==> src/rtl/wireframe_pkg.sv <==
// Shared definitions for the wireframe edge sequencer and the register block
// that loads its tables: FSM encoding, default coordinate width and the
// field layout of packed vertex {x, y} and edge {a, b} words.
package wireframe_pkg;

  localparam int COORD_W_DEFAULT = 8;

  typedef enum logic [2:0] {
    ST_IDLE,
    ST_FETCH,
    ST_LOOKUP,
    ST_ISSUE,
    ST_WAIT,
    ST_NEXT,
    ST_FIN
  } state_t;

  // The second-named field of each word sits in the low bits.
  localparam int XY_Y_LSB = 0;
  localparam int AB_B_LSB = 0;

  // The x coordinate occupies the upper half of a vertex word.
  function automatic int xy_x_lsb(input int coord_w);
    return coord_w;
  endfunction

  // Vertex a occupies the upper half of an edge word.
  function automatic int ab_a_lsb(input int vi_w);
    return vi_w;
  endfunction

endpackage

==> src/rtl/wireframe_table_ram.sv <==
// Synchronous-read table RAM: one write port and N_RD read ports sharing a
// read enable. Read registers hold their value while the enable is low and
// clear on reset so downstream outputs have a defined reset value; the
// storage array itself is left uninitialised.
module wireframe_table_ram #(
  parameter int DEPTH = 16,
  parameter int WIDTH = 16,
  parameter int N_RD  = 2,
  localparam int AW   = $clog2(DEPTH)
) (
  input  logic                       clk,
  input  logic                       rst_n,
  input  logic                       we,
  input  logic [AW-1:0]              waddr,
  input  logic [WIDTH-1:0]           wdata,
  input  logic                       re,
  input  logic [N_RD-1:0][AW-1:0]    raddr,
  output logic [N_RD-1:0][WIDTH-1:0] rdata
);

  logic [WIDTH-1:0]           mem [DEPTH];
  logic [N_RD-1:0][WIDTH-1:0] rdata_d;
  logic [N_RD-1:0][WIDTH-1:0] rdata_q;

  // Storage write.
  // NOTE: the array has no reset branch; resetting a memory turns it into
  // thousands of flops instead of a RAM macro, and the contents are
  // defined as unknown until written anyway.
  always_ff @(posedge clk) begin
    if (we) mem[waddr] <= wdata;
  end

  // Next read data: load every port when enabled, otherwise hold.
  // NOTE: every combinational output gets a default before any branch so
  // no path leaves it unassigned, which would infer a latch.
  always_comb begin
    rdata_d = rdata_q;
    if (re) begin
      for (int i = 0; i < N_RD; i++) rdata_d[i] = mem[raddr[i]];
    end
  end

  // Read registers.
  // NOTE: sequential state is updated with non-blocking assignments so all
  // flops sample the pre-edge values regardless of statement order.
  always_ff @(posedge clk or negedge rst_n) begin
    if (!rst_n) rdata_q <= '0;
    else        rdata_q <= rdata_d;
  end

  assign rdata = rdata_q;

endmodule

==> src/rtl/wireframe_edge_sequencer.sv <==
// Walks the edge list on go and feeds each edge's endpoints to the line
// drawer with a start/busy handshake. Zero-length edges are counted and
// skipped because the drawer cannot terminate on them.
module wireframe_edge_sequencer
  import wireframe_pkg::*;
#(
  parameter int  MAX_VERTS = 16,
  parameter int  MAX_EDGES = 32,
  parameter int  COORD_W   = COORD_W_DEFAULT,
  localparam int VI_W      = $clog2(MAX_VERTS),
  localparam int EI_W      = $clog2(MAX_EDGES)
) (
  input  logic                 clk,
  input  logic                 rst_n,
  input  logic                 vtx_we,
  input  logic [VI_W-1:0]      vtx_waddr,
  input  logic [2*COORD_W-1:0] vtx_wdata,
  input  logic                 edge_we,
  input  logic [EI_W-1:0]      edge_waddr,
  input  logic [2*VI_W-1:0]    edge_wdata,
  input  logic [EI_W:0]        num_edges,
  input  logic                 go,
  output logic                 busy,
  output logic                 done,
  output logic [EI_W:0]        skipped,
  output logic [COORD_W-1:0]   x0,
  output logic [COORD_W-1:0]   y0,
  output logic [COORD_W-1:0]   x1,
  output logic [COORD_W-1:0]   y1,
  output logic                 start,
  input  logic                 drawer_busy
);

  localparam int VW    = 2 * COORD_W;
  localparam int EW    = 2 * VI_W;
  localparam int X_LSB = xy_x_lsb(COORD_W);
  localparam int A_LSB = ab_a_lsb(VI_W);

  localparam logic [EI_W:0] MAX_CNT = MAX_EDGES[EI_W:0];
  localparam logic [EI_W:0] CNT_ONE = {{EI_W{1'b0}}, 1'b1};

  state_t state_q, state_d;
  logic [EI_W:0] idx_q, idx_d;
  logic [EI_W:0] cnt_q, cnt_d;
  logic [EI_W:0] skipped_q, skipped_d;
  logic [EI_W:0] num_clamped;

  logic                     tbl_we_ok;
  logic                     edge_re;
  logic [0:0][EI_W-1:0]     edge_raddr;
  logic [0:0][EW-1:0]       edge_rd;
  logic                     vtx_re;
  logic [1:0][VI_W-1:0]     vtx_raddr;
  logic [1:0][VW-1:0]       vtx_rd;

  assign num_clamped = (num_edges > MAX_CNT) ? MAX_CNT : num_edges;
  assign tbl_we_ok   = (state_q == ST_IDLE);

  // Edge word is fetched on the edge into FETCH, for the index being entered.
  assign edge_re       = (state_d == ST_FETCH);
  assign edge_raddr[0] = idx_d[EI_W-1:0];

  wireframe_table_ram #(
    .DEPTH (MAX_EDGES),
    .WIDTH (EW),
    .N_RD  (1)
  ) u_edge_ram (
    .clk   (clk),
    .rst_n (rst_n),
    .we    (edge_we && tbl_we_ok),
    .waddr (edge_waddr),
    .wdata (edge_wdata),
    .re    (edge_re),
    .raddr (edge_raddr),
    .rdata (edge_rd)
  );

  // Both endpoints are read during FETCH; their read registers are the
  // coordinate outputs, so x0..y1 only move on the FETCH->LOOKUP edge.
  assign vtx_re       = (state_q == ST_FETCH);
  assign vtx_raddr[0] = edge_rd[0][A_LSB +: VI_W];
  assign vtx_raddr[1] = edge_rd[0][AB_B_LSB +: VI_W];

  wireframe_table_ram #(
    .DEPTH (MAX_VERTS),
    .WIDTH (VW),
    .N_RD  (2)
  ) u_vtx_ram (
    .clk   (clk),
    .rst_n (rst_n),
    .we    (vtx_we && tbl_we_ok),
    .waddr (vtx_waddr),
    .wdata (vtx_wdata),
    .re    (vtx_re),
    .raddr (vtx_raddr),
    .rdata (vtx_rd)
  );

  // Next-state and counter logic for the edge walk.
  always_comb begin
    state_d   = state_q;
    idx_d     = idx_q;
    cnt_d     = cnt_q;
    skipped_d = skipped_q;
    unique case (state_q)
      ST_IDLE: begin
        if (go) begin
          cnt_d     = num_clamped;
          idx_d     = '0;
          skipped_d = '0;
          // An empty list still spends one busy cycle in NEXT, which then
          // terminates immediately, so done lands two cycles after go.
          state_d   = (num_clamped == '0) ? ST_NEXT : ST_FETCH;
        end
      end
      ST_FETCH:  state_d = ST_LOOKUP;
      ST_LOOKUP: begin
        if (vtx_rd[0] == vtx_rd[1]) begin
          skipped_d = skipped_q + CNT_ONE;
          state_d   = ST_NEXT;
        end else begin
          state_d   = ST_ISSUE;
        end
      end
      ST_ISSUE:  if (drawer_busy)  state_d = ST_WAIT;
      ST_WAIT:   if (!drawer_busy) state_d = ST_NEXT;
      ST_NEXT: begin
        idx_d   = idx_q + CNT_ONE;
        state_d = (idx_d >= cnt_q) ? ST_FIN : ST_FETCH;
      end
      ST_FIN:    state_d = ST_IDLE;
      default:   state_d = ST_IDLE;
    endcase
  end

  // State and counter registers.
  always_ff @(posedge clk or negedge rst_n) begin
    if (!rst_n) begin
      state_q   <= ST_IDLE;
      idx_q     <= '0;
      cnt_q     <= '0;
      skipped_q <= '0;
    end else begin
      state_q   <= state_d;
      idx_q     <= idx_d;
      cnt_q     <= cnt_d;
      skipped_q <= skipped_d;
    end
  end

  assign start   = (state_q == ST_ISSUE);
  assign done    = (state_q == ST_FIN);
  assign busy    = (state_q != ST_IDLE) && (state_q != ST_FIN);
  assign skipped = skipped_q;

  assign x0 = vtx_rd[0][X_LSB +: COORD_W];
  assign y0 = vtx_rd[0][XY_Y_LSB +: COORD_W];
  assign x1 = vtx_rd[1][X_LSB +: COORD_W];
  assign y1 = vtx_rd[1][XY_Y_LSB +: COORD_W];

endmodule

==> config.mk <==
export PLATFORM = sky130hd
export DESIGN_NAME = wireframe_edge_sequencer
export DESIGN_NICKNAME = d
export VERILOG_FILES = /design/src/rtl/wireframe_pkg.sv /design/src/rtl/wireframe_table_ram.sv /design/src/rtl/wireframe_edge_sequencer.sv
export SDC_FILE = /design/constraint.sdc
export NUM_CORES = 1
export LEC_CHECK = 0
export ABC_AREA = 1
export CORE_ASPECT_RATIO = 2
export CORE_MARGIN = 2
export CORE_UTILIZATION = 30
export CTS_BUF_LIST = sky130_fd_sc_hd__clkbuf_8
export DETAILED_ROUTE_END_ITERATION = 8
export PLACE_DENSITY = 0.58
export SYNTH_ARGS = -nofsm -noshare
export SYNTH_HDL_FRONTEND = slang
export SYNTH_SLANG_ARGS = --single-unit
==> constraint.sdc <==
create_clock -name clk -period 2.2 [get_ports clk]
set_input_delay 0.44 -clock clk [delete_from_list [all_inputs] [get_ports clk]]
set_output_delay 0.44 -clock clk [all_outputs]
set_load 0.03 [all_outputs]
==> qor.yml <==
place_inst: 3751
grt_antenna_before_repair: 1
ant_nets: 0
cp-start-kind: "flop"
cts_tree: "yes"
required_ps: 2890
power.share.combinational: 0.428
cts.path.max_buffers: 3
grt_max_degree: 65
clk-insertion-delay-late_ps: 760
synthToLayoutAreaGrowth_pct: 22.5
p_leak_nw: 11.7
syn_inst: 2481
cts_buffers: 82
setup_viol: 10
path_cells: "ha_2, nand3_2, xor2_2, ha_1, nand2_4, a21oi_2, nor3_2, nand3_1, nand2_2, nand4_1, nor2_4, buf_12, nand3_1, nand2_1"
fin_nets: 2744
synthFlopType: "edfxtp_1"
row_count: 152
synth_area_mm2: 0.0259
die-area_mm2: 0.0890
hold_path_class: "input pin to asynchronous set/reset pin"
pwr-share-clk: 0.235
drc_errors: 0
final_cell_count_no_fill: 3915
path_max_fanout: 8
finalCriticalPeriod_ps: 2490
first_pass_iters: 6
setup-tns-final_ps: -2140
num_vias: 20385
grt.overflow.total: 0
yosysMostFrequentCell: "edfxtp_1"
worstPathArrival_ps: 3170
vdd_ir_drop_max_v: 0.000623
post_drt_wl_per_cell_um: 22.2
synth_edf_count: 512
clkTransAtPathRegs_ps: 80
worst_slew_pin_slew_ps: 676
path_delay_family: "simple AND/OR/NAND/NOR gates"
grt_pass1_wl_mm: 128
p_total_mw: 38.5
drt-vias-per-instance: 5.21
worst_slack_ps: -287
drive_gt1_frac: 0.149
whs_ps: 107
synth_common_cells: "512 x edfxtp_1, 394 x nand2_1, 349 x nand3_1"
grt_use_met2: 0.371
coreArea_mm2: 0.0858
cts_root_buf: "clkbuf_8"
finalWeightedCongestion: 0.968
violations: "setup timing"
htree_levels: 3
ys_seq_area_frac: 0.651
internal-power_mw: 22.9
slowest_stage: "dfrtp_1"
ys_types: 35
finalClockSkew_ps: 48.5
avgSynthCellArea_um2: 10.5
worst_path_most_repeated_cell: "nand3_1"
rsz0062_at_grt: "true"
finalCritPeriodShare: 1.13
final_max_slew_viol_count: 0
dp_hpwl_mm: 58.2
ys_async_sr_fraction: 0.106
routed_wl_mm: 87.0
die_w_um: 212
p_sw_mw: 15.6
portBuffers: 85
status: "finished with violations"
maxSlewHeadroom: 0.548
io_pins: 86
critPathKind: "flop to flop"
sw_frac_of_total: 0.405
hold_viol: 0
pwr-share-seq: 0.338
fp.dieH_um: 420
first_iter_violations: 1799
grt_use_met3: 0.0307
syn-num-nets: 2534
synth.ff_latch_count: 573
end_kind: "flop"
max_stage_delay_ps: 410
grt.total_usage: 0.196
use_met1: 0.191
grt_pass1_vias: 20429
synth_top_area_cell: "edfxtp_1"
max_cap_violations: 0
max_freq_mhz: 402
yosys_warnings: 0
yosys.area.top_type_share: 0.592
power_density_mw_per_mm2: 1210
grt_busiest_layer: "met2"
clkSinkCount: 573
crit_buf_inv: 1
start_util: 0.303
ys_top_cells_by_area: "edfxtp_1 59%, nand3_1 6.7%, dfrtp_1 5.9%, nand2_1 5.7%, o21ai_0 5.5%"
==> state kept, by name, indices dropped and copies added, names as in the netlist <==
signal,flops
cnt_q,6
u_vtx_ram.rdata,32
u_edge_ram.rdata,8
u_vtx_ram.mem,256
skipped,6
state_q,3
idx_q,6
u_edge_ram.mem,256
==> routing by layer <==
metal,vias to the layer above,wire length (um)
met5,-,0
met4,0,6240
met3,292,4930
met2,874,47400
met1,9922,28400
li1,9297,-
==> cells in the final DEF, fill, tap and decap left out, types with 3 or more instances in the layout <==
cell | synthesis | layout
edfxtp_1 | 512 | 512
nand2_1 | 394 | 383
nand3_1 | 349 | 335
nor2_1 | 334 | 310
o21ai_0 | 283 | 283
buf_4 | 13 | 151
inv_1 | 129 | 150
o221ai_1 | 96 | 96
clkbuf_8 | 0 | 89
dfrtp_1 | 61 | 55
buf_12 | 0 | 53
clkdlybuf4s50_1 | 0 | 43
dlygate4sd2_1 | 0 | 38
o22ai_1 | 25 | 25
a31oi_1 | 19 | 19
nor2_2 | 1 | 18
a21oi_1 | 19 | 17
a2bb2oi_1 | 17 | 17
xnor2_1 | 16 | 16
nand3_2 | 2 | 14
clkinv_2 | 0 | 14
clkinv_1 | 4 | 12
buf_6 | 0 | 10
nand4_1 | 9 | 9
nand2_2 | 0 | 9
bufinv_16 | 0 | 8
nor2_4 | 0 | 7
o21a_1 | 6 | 6
ha_1 | 8 | 6
inv_2 | 3 | 5
xor2_1 | 6 | 4
dfrtp_2 | 0 | 4
a32o_1 | 3 | 3
==> per-stage QoR <==
stage / utilization / setup slack (ps) / area [um^2]
floorplan: - / -46.8 / 26000
global route: 0.371 / -456 / 31800
CTS: 0.369 / -231 / 31700
global placement: 0.347 / -443 / 29800
detailed placement: 0.347 / -443 / 29800
finish: 0.371 / -287 / 31800
==> layout make-up <==
type                            count  area, um^2
Multi-Input combinational cell   1602        8100
Clock buffer                       89        1220
Antenna cell                        1        2.50
Inverter                          136         518
Clock inverter                     63         512
Tap cell                         1155        1450
Timing Repair Buffer              296        3080
Fill cell                        8356       54000
Sequential cell                   573       16900
==> logic make-up (layout without fill, tap and decap cells) <==
group / count (synthesis) / count (layout) / synth area share
and+or+nand+nor: 1093 / 1093 / 0.177
DFF: 573 / 573 / 0.651
xor gates and xnor gates: 22 / 22 / 0.00743
other: 0 / 1 / 0
AOI/OAI and AO/OA: 478 / 478 / 0.113
buffers and inverters: 306 / 584 / 0.0477
muxes: 1 / 1 / 0.000386
adders and majority gates: 8 / 8 / 0.00386
==> power by group through the flow <==
| stage | logic [mW] | clock network [mW] | registers (mW) |
|---|---|---|---|
| global placement | 16.1 | 0 | 13.2 |
| finish | 16.5 | 9.04 | 13.0 |
| detailed placement | 16.2 | 0 | 13.2 |
| floorplan | 8.51 | 0 | 13.6 |
| global route | 17.7 | 9.66 | 13.1 |
| CTS | 16.3 | 9.26 | 13.0 |
==> what timing repair did <==
action,in CTS,in global routing
setup buffers,4,6
hold buffers,1,0
setup endpoints to repair,528,346
resized for setup,92,16
pin swaps,20,13
hold endpoints to repair,61,0
==> final timing paths <==
check / start / endpoint / slack (ps) / cells after the start
worst max-delay path: idx_q[1]$_DFF_PN0_ / u_edge_ram.rdata[0]$_DFFE_PN0N_ / -290 / 14
worst min-delay path: rst_n / u_vtx_ram.rdata[18]$_DFFE_PN0P_ / 110 / 2
worst max register to register: idx_q[1]$_DFF_PN0_ / u_edge_ram.rdata[0]$_DFFE_PN0N_ / -290 / 14
worst min register to register: u_vtx_ram.rdata[22]$_DFFE_PN0P_ / u_vtx_ram.rdata[22]$_DFFE_PN0P_ / 520 / 2
max in group asynchronous: rst_n / u_edge_ram.rdata[0]$_DFFE_PN0N_ / 1500 / 3
min in group clk: num_edges[3] / cnt_q[3]$_DFFE_PN0P_ / 330 / 3
Power figures use the tool's default switching activity.
